**src/rtl/ldo_rail_monitor.sv**
```systemverilog
// rtl/ldo_rail_monitor.sv - LDO enable responder: per-rail soft-start/stop models, power-good and sequencing fault checker
//
// Purpose: models the IO, analog and logic LDO rails as ramp FSMs driven by
// the sequencer enables. It reports per-rail power-good and latches a sticky
// first-fault code when the power-up or power-down order is broken.
//
// Ports:
//   clk        - system clock, rising edge
//   reset      - asynchronous active-high reset
//   io_en      - IO LDO enable
//   analog_en  - analog LDO enable
//   logic_en   - logic LDO enable
//   ready      - Ready indication from the sequencer
//   fault_clr  - synchronous clear of the sticky fault
//   io_pg      - IO rail power-good
//   analog_pg  - analog rail power-good
//   logic_pg   - logic rail power-good
//   all_good   - all three rails good
//   fault      - sticky sequencing fault
//   fault_code - first fault code since clear/reset (0 = none)

module ldo_rail_monitor #(
   parameter int RAMP_UP_CYCLES   = 16,
   parameter int RAMP_DOWN_CYCLES = 8,
   parameter int CNT_W            = 8
) (
   input  logic       clk,
   input  logic       reset,
   input  logic       io_en,
   input  logic       analog_en,
   input  logic       logic_en,
   input  logic       ready,
   input  logic       fault_clr,
   output logic       io_pg,
   output logic       analog_pg,
   output logic       logic_pg,
   output logic       all_good,
   output logic       fault,
   output logic [2:0] fault_code
);

   typedef enum logic [1:0] {
      OFF       = 2'd0,
      RAMP_UP   = 2'd1,
      GOOD      = 2'd2,
      RAMP_DOWN = 2'd3
   } rail_state_e;

   localparam logic [CNT_W-1:0] UP_LAST   = CNT_W'(RAMP_UP_CYCLES - 1);
   localparam logic [CNT_W-1:0] DOWN_LAST = CNT_W'(RAMP_DOWN_CYCLES - 1);

   // Rail index: 0 = IO, 1 = analog, 2 = logic
   rail_state_e      st_q  [3];
   rail_state_e      st_d  [3];
   logic [CNT_W-1:0] cnt_q [3];
   logic [CNT_W-1:0] cnt_d [3];
   logic [2:0]       en;
   logic [2:0]       pg_q, pg_d;
   logic             all_good_q, all_good_d;
   logic             fault_q, fault_d;
   logic [2:0]       fault_code_q, fault_code_d;
   logic [4:0]       chk;         // chk[k] fires fault code k+1
   logic [2:0]       first_code;

   always_comb begin
      en = {logic_en, analog_en, io_en};
      for (int i = 0; i < 3; i++) begin
         st_d[i]  = st_q[i];
         cnt_d[i] = cnt_q[i];
         case (st_q[i])
            OFF: begin
               if (en[i]) begin
                  st_d[i]  = RAMP_UP;
                  cnt_d[i] = '0;
               end
            end
            RAMP_UP: begin
               if (!en[i]) begin
                  st_d[i]  = RAMP_DOWN;
                  cnt_d[i] = '0;
               end else if (cnt_q[i] == UP_LAST) begin
                  st_d[i]  = GOOD;
                  cnt_d[i] = '0;
               end else begin
                  cnt_d[i] = cnt_q[i] + CNT_W'(1);
               end
            end
            GOOD: begin
               if (!en[i]) begin
                  st_d[i]  = RAMP_DOWN;
                  cnt_d[i] = '0;
               end
            end
            RAMP_DOWN: begin
               if (en[i]) begin
                  st_d[i]  = RAMP_UP;
                  cnt_d[i] = '0;
               end else if (cnt_q[i] == DOWN_LAST) begin
                  st_d[i]  = OFF;
                  cnt_d[i] = '0;
               end else begin
                  cnt_d[i] = cnt_q[i] + CNT_W'(1);
               end
            end
            default: begin
               st_d[i]  = OFF;
               cnt_d[i] = '0;
            end
         endcase
         // pg is registered from the next state so it moves on the same edge as the rail
         pg_d[i] = (st_d[i] == GOOD);
      end
      all_good_d = &pg_d;
   end

   // Order checks look at the registered rail states and the live inputs
   always_comb begin
      chk[0] = (st_q[1] == OFF) && analog_en && (st_q[0] != GOOD);
      chk[1] = (st_q[2] == OFF) && logic_en && (st_q[1] != GOOD);
      chk[2] = ready && ((st_q[0] == OFF) || (st_q[0] == RAMP_DOWN) ||
                         (st_q[1] == OFF) || (st_q[1] == RAMP_DOWN) ||
                         (st_q[2] == OFF) || (st_q[2] == RAMP_DOWN));
      chk[3] = (st_q[0] == GOOD) && !io_en && (st_q[1] != OFF);
      chk[4] = (st_q[1] == GOOD) && !analog_en && (st_q[2] != OFF);

      // Scan high to low so the lowest firing code is the one left behind
      first_code = 3'd0;
      for (int k = 4; k >= 0; k--) begin
         if (chk[k]) first_code = 3'(k + 1);
      end

      fault_d      = fault_q;
      fault_code_d = fault_code_q;
      // A firing check beats fault_clr in the same cycle
      if (!fault_q || fault_clr) begin
         if (|chk) begin
            fault_d      = 1'b1;
            fault_code_d = first_code;
         end else if (fault_clr) begin
            fault_d      = 1'b0;
            fault_code_d = 3'd0;
         end
      end
   end

   always_ff @(posedge clk or posedge reset) begin
      if (reset) begin
         for (int i = 0; i < 3; i++) begin
            st_q[i]  <= OFF;
            cnt_q[i] <= '0;
         end
         pg_q         <= '0;
         all_good_q   <= 1'b0;
         fault_q      <= 1'b0;
         fault_code_q <= 3'd0;
      end else begin
         for (int i = 0; i < 3; i++) begin
            st_q[i]  <= st_d[i];
            cnt_q[i] <= cnt_d[i];
         end
         pg_q         <= pg_d;
         all_good_q   <= all_good_d;
         fault_q      <= fault_d;
         fault_code_q <= fault_code_d;
      end
   end

   assign io_pg      = pg_q[0];
   assign analog_pg  = pg_q[1];
   assign logic_pg   = pg_q[2];
   assign all_good   = all_good_q;
   assign fault      = fault_q;
   assign fault_code = fault_code_q;

endmodule

```
**config.mk**
```make
export PLATFORM = sky130hd
export DESIGN_NAME = ldo_rail_monitor
export DESIGN_NICKNAME = d
export VERILOG_FILES = /design/src/rtl/ldo_rail_monitor.sv
export SDC_FILE = /design/constraint.sdc
export NUM_CORES = 1
export LEC_CHECK = 0
export CAP_MARGIN = 10
export CORE_MARGIN = 2
export CORE_UTILIZATION = 62
export CTS_CLUSTER_SIZE = 24
export DETAILED_ROUTE_END_ITERATION = 10
export GPL_TIMING_DRIVEN = 0
export PLACE_DENSITY_LB_ADDON = 0.1
export SLEW_MARGIN = 15
export SYNTH_ARGS = -nofsm -noshare
export SYNTH_HDL_FRONTEND = slang
export SYNTH_SLANG_ARGS = --single-unit
```
**constraint.sdc**
```tcl
create_clock -name clk -period 2.86 [get_ports clk]
set_input_delay 0.572 -clock clk [delete_from_list [all_inputs] [get_ports clk]]
set_output_delay 0.572 -clock clk [all_outputs]
set_load 0.005 [all_outputs]
```
=== Yosys cells after proc, flatten, opt, wreduce, memory -nomap -nowiden ===
Index checks and enable logic that the tools add are counted.

* $add $sub $neg: 3
* Eq/ne operators: 26
* Muxes and demuxes: 51
* Reduce and logical (&&, ||, !) cells: 30

{| class="wikitable"
|+ Operators by type and width
! kind !! count
|-
| $mux W8 || 18
|-
| $pmux W8 S4 || 3
|-
| $mux W2 || 18
|-
| $add A8 B1 Y8 const B || 3
|-
| $eq A8 B3 Y1 const B || 3
|-
| $eq A8 B4 Y1 const B || 3
|-
| $pmux W2 S4 || 3
|-
| $mux W3 || 7
|-
| $eq A2 B2 Y1 const B || 9
|-
| $ne A2 B2 Y1 const B || 8
|-
| $logic_and A1 B1 Y1 || 9
|-
| $reduce_and A2 Y1 || 4
|-
| $eq A2 B1 Y1 const B || 3
|-
| $logic_not A2 Y1 || 3
|-
| $logic_or A1 B1 Y1 || 6
|-
| $reduce_bool A2 Y1 || 3
|-
| $reduce_or A5 Y1 || 1
|-
| $logic_not A1 Y1 || 3
|-
| $reduce_and A3 Y1 || 1
|-
| $mux W1 || 2
|}

* Bits in registers: 38
* Input bits: 7
* Output and inout bits: 8
* Word-level logic and storage cells: 120

=== Depth between registers and ports, before layout ===
* Word-level depth: 11
* Gate-level depth with buffers: 7
* Gate-level depth less buffers: 7

=== Least setup slack after synthesis ===
Ideal clock, no wire load.

* Path type: register -> register
* Start: register cnt_q[14] (netlist name)
* End: register cnt_q[11] (netlist name)
* Library setup time: 0.134 ns
* Arrival: 1.734 ns
* Data required time: 2.726 ns
* Setup slack: 0.992 ns
* Stages on the path, launching flop included: 5
* Buffers on the path: 0
* Path through: dfrtp_1 or4_4 or3_4 a311oi_4 nor2_1

* Cells in the longest elaborated chain, start to end: 4
* Elaborated cells on any way between the ends: 7
* Those cells by class: eq/ne (2); mux (5)

{| class="wikitable"
|+ Ends and longest elaborated chain
! what !! line !! RTL
|-
| start: declaration || 55 || <nowiki>logic [CNT_W-1:0] cnt_q [3];</nowiki>
|-
| start signal: indexed assignment || 159 || <nowiki>cnt_q[i] <= cnt_d[i];</nowiki>
|-
| $eq A8 B3 Y1 / $eq A8 B4 Y1 (equally long branches) || 98, 81 ||
|-
| $mux W8 (on tied branches) || 98, 81 ||
|-
| $mux W8 (on tied branches) || 95, 78 ||
|-
| $pmux W8 S4 (*) || 70 || <nowiki>case (st_q[i])</nowiki>
|}

Every way passes the cells marked *; elsewhere a longest branch is shown, timed or not.
A chain may end at the register's enable or synchronous reset.

=== Worst setup path after layout ===
* Start: input port io_en
* End: register fault_code_q[1], in the netlist fault_code[1]

* Cells in the longest elaborated chain, start to end: 8
* Elaborated cells on any way between the ends: 11
* Those cells by class: mux (5); reduce/logical (6)

{| class="wikitable"
|+ Ends and longest elaborated chain
! what !! line !! RTL
|-
| start: declaration || 29 || <nowiki>input logic io_en,</nowiki>
|-
| $logic_not A1 Y1 (*) || 123 || <nowiki>chk[3] = (st_q[0] == GOOD) && !io_en && (st_q[1] != OFF);</nowiki>
|-
| $logic_and A1 B1 Y1 (*) (2 in a row) || 123 ||
|-
| $mux W3 (4 in a row) || 129 || <nowiki>if (chk[k]) first_code = 3'(k + 1);</nowiki>
|-
| $mux W3 || 136 || <nowiki>if (|chk) begin</nowiki>
|-
| end signal: assignment || 164 || <nowiki>fault_code_q <= fault_code_d;</nowiki>
|-
| end: declaration || 61 || <nowiki>logic [2:0] fault_code_q, fault_code_d;</nowiki>
|}

Marks and branches as above.

==> reports/qor.log <==
[power] maximum resistive drop on vdd 0.466 mV
[critical_path] endpoint arrival time on the critical path 2.27 ns
[cells_and_area] count of nets after finishing 294
[critical_path] crit path max-delay cell type clkdlybuf4s50_1
[critical_path] Critical Path End Type flop
[timing] max frequency 485 MHz
[synth] most frequent cell after synthesis dfrtp_1
[cts] Post CTS Setup Buffer Count 0
[timing] final-layout setup total negative slack 0 ns
[route] detailed-route wire length 4320 µm
[die] die outline area 4190 µm²
[grt] Overflow after GRT 0
[synth] per-instance average area after synthesis 8.86 µm²
[critical_path] Critical Path Start Type input pin
[route] number of antenna-violating nets in the routed design 0
[synth] EDFF count, synth 0
[cells_and_area] cell area after layout 2580 µm²
[timing] transition time at the pin with the least slew margin 0.573 ns
[cts] master cell of the clock root buffer clkbuf_8
[synth] Seq/Total Area, Yosys 41.6%
[cts] TritonCTS clock tree built
[cts] depth of the CTS H-tree 2
[die] ports placed on the boundary 15
[power] total power draw 1880 µW
[cells_and_area] Antenna Diode Count 0
[grt] number of antenna violations at the first check in global routing 0
[critical_path] Worst EP required 3.07 ns
[die] number of standard-cell rows in the floorplan 22
[grt] Total GRT Usage 23.4%
[synth] synthesis-stage register bit count 38
[critical_path] WP buf/inv 2
[cells_and_area] proportion of layout cells with a drive suffix above 1 7.17%
[cts] clock tree sinks 38
[critical_path] worst setup path startpoint io_en
[placed_design] placed cell area 2490 µm²
[critical_path] kind of cell adding the most delay to the critical path buffers and inverters
[timing] Final Hold Slack 0.538 ns
[worst_hold_path] source of the worst hold timing path cnt_q[17]
[timing] max_slew headroom 61.4%
[cts] quantity of hold-fixing buffers added after cts 0
[route] length of the first detailed-routing pass in iterations 4
[run_status] run status completed
[synth] number of instances in the synthesized netlist 258
[cts] PostCTS Resize Cnt 0
[die] chip height 64.7 µm
[cts] deepest clock path buffer count 2
[die] placeable core area 3610 µm²
[timing] unrepaired setup endpoints after global routing no
[die] starting density of the core 63.4%
[synth] area fraction of the dominant cell type after synthesis 41.6%
[grt] largest net degree at the start of global routing 25
[timing] hold violation count in the final report 0
[power] static leakage 0.00115 µW
[synth] netlist area before placement 2290 µm²
[route] DRC errors left 0
[synth] prevailing post-synth register cell dfrtp_1
[synth] most frequent cells after synthesis 38 x dfrtp_1, 27 x nor2_1, 26 x nand2_1, 21 x o21ai_0, 15 x nand3_1
[cells_and_area] Filler cells 279
[critical_path] crit path cell chain clkdlybuf4s50_1 > clkbuf_1 > nand2b_1 > o31ai_1 > o21ai_0 > a21oi_1 > o32ai_1
[placed_design] Detail Placement HPWL 3080 µm
[timing] total count of max-transition violations in the final report 0
[timing] part of the cycle the worst path needs 72.1%
[placed_design] count of input and output buffers 12
[cells_and_area] area growth from synthesis to layout 13.1%
[timing] final period demand of the worst path 2.06 ns
[route] drt via density 5.66
[critical_path] slowest cell delay on critical path 0.50 ns
[synth] async set-or-reset flop fraction in the synthesized netlist 100%
[power] Power per Cell Area 726 nW/µm²
[critical_path] worst reg2reg startpoint cnt_q[14]
[timing] total setup violations reported at the end of the flow 0
[placed_design] global placer's final weighted congestion 0.822
[flow_run] max cap viols 0
[route] final routed wire length divided by cell count 13.2 µm
[die] Die Span X 64.7 µm
[worst_hold_path] path class of the lowest-slack min-delay path flop to flop
[critical_path] biggest fanout along the worst timing path 10
[synth] Synth Net Count 274
[cts] clock transition at the registers of the reported paths 0.08 ns
[synth] number of synthesis warnings 0
[cts] clock buffer count from CTS 5
[grt] global-route wire length before repair 7530 µm
[route] number of violations reported at the end of detailed-routing iteration 0 133
[timing] Max Clock Skew 0.0107 ns
[synth] top cells by area, synth dfrtp_1 42%, ha_1 4.9%, o21ai_0 4.6%
[critical_path] start-to-end type of the worst setup path input pin to flop
[synth] largest area contributor in the netlist dfrtp_1
[cts] clock insertion delay at the later pin of the skew report 0.30 ns
[synth] number of distinct library cells after synthesis 48
[grt] vias in the first global route 1727
[route] via count 1852
through the flow:
stage	utilization (%)	worst slack, ns	instances
floorplan	-	0.992	258
global placement	68.4	0.506	318
detailed placement	69.2	0.498	319
CTS	71.7	0.804	327
global route	71.7	0.622	327
finish	71.7	0.797	327
layout make-up:
type	count	area, µm²	area share, %
clock inverters	1	5.00	0.194
inverters	13	48.8	1.89
flip-flops and latches	38	951	36.8
repair buffers	13	148	5.71
clock buffers	7	86.3	3.34
multi-input cells	197	1230	47.8
well taps	48	60.1	2.32
plain buffers	10	51.3	1.98
tightest hold or removal path, cell delays in order, from the launching register on:
cell and delay (ns):
dfrtp_1 0.39, nand2_1 0.05, o21ai_0 0.06
sequential cells by signal, summed over array words and instances, names as in the netlist:
register	cells
fault_code	3
cnt_q	24
fault	1
st_q	6
all_good	1
pg_q	3
worst paths after layout:
| kind | endpoint | slack [ns] | depth (start not counted) |
|---|---|---|---|
| max | fault_code[1] | 0.80 | 7 |
| min | cnt_q[17] | 0.54 | 2 |
| max reg2reg | cnt_q[15] | 0.83 | 5 |
| min reg2reg | cnt_q[17] | 0.54 | 2 |
| max in group asynchronous | st_q[3] | 1.86 | 3 |
| min in group asynchronous | cnt_q[7] | 0.56 | 2 |
cell usage in the layout (no fill, tap or decap), types with 10 or more instances in the layout:
cell type	n
o21ai_0	21
nand2_1	26
clkdlybuf4s50_1	12
inv_1	12
nor2_1	27
nand3_1	15
dfrtp_1	38
a21oi_1	10
cell families (layout without fill, tap and decap cells):
group                      after synthesis  after routing  share of synthesized area (%)
buffers and inverters                   23             44                           4.38
DFF                                     38             38                           41.6
AOI/OAI and AO/OA                       59             59                           17.3
muxes                                    3              3                           1.37
and+or+nand+nor                        112            112                           25.1
adders and majority gates                9              9                           4.93
xor gates and xnor gates                14             14                           5.36
power by group:
| group | internal (µW) | leakage, µW | total [µW] | switching [µW] |
|---|---|---|---|---|
| registers | 635 | 0.000501 | 731 | 95.4 |
| clock network | 195 | 0.0000482 | 389 | 194 |
| logic | 332 | 0.000597 | 758 | 426 |
| total | 1160 | 0.00115 | 1880 | 716 |
routing by layer:
metal | global-route usage, % | vias to the layer above | wire [µm]
met1 | 29.4 | 855 | 2060
li1 | - | 955 | -
met3 | 5.73 | 7 | 172
met4 | 10.1 | 0 | 79
met2 | 38.3 | 35 | 2010
met5 | 0 | - | 0
Power figures use the tool's default switching activity.
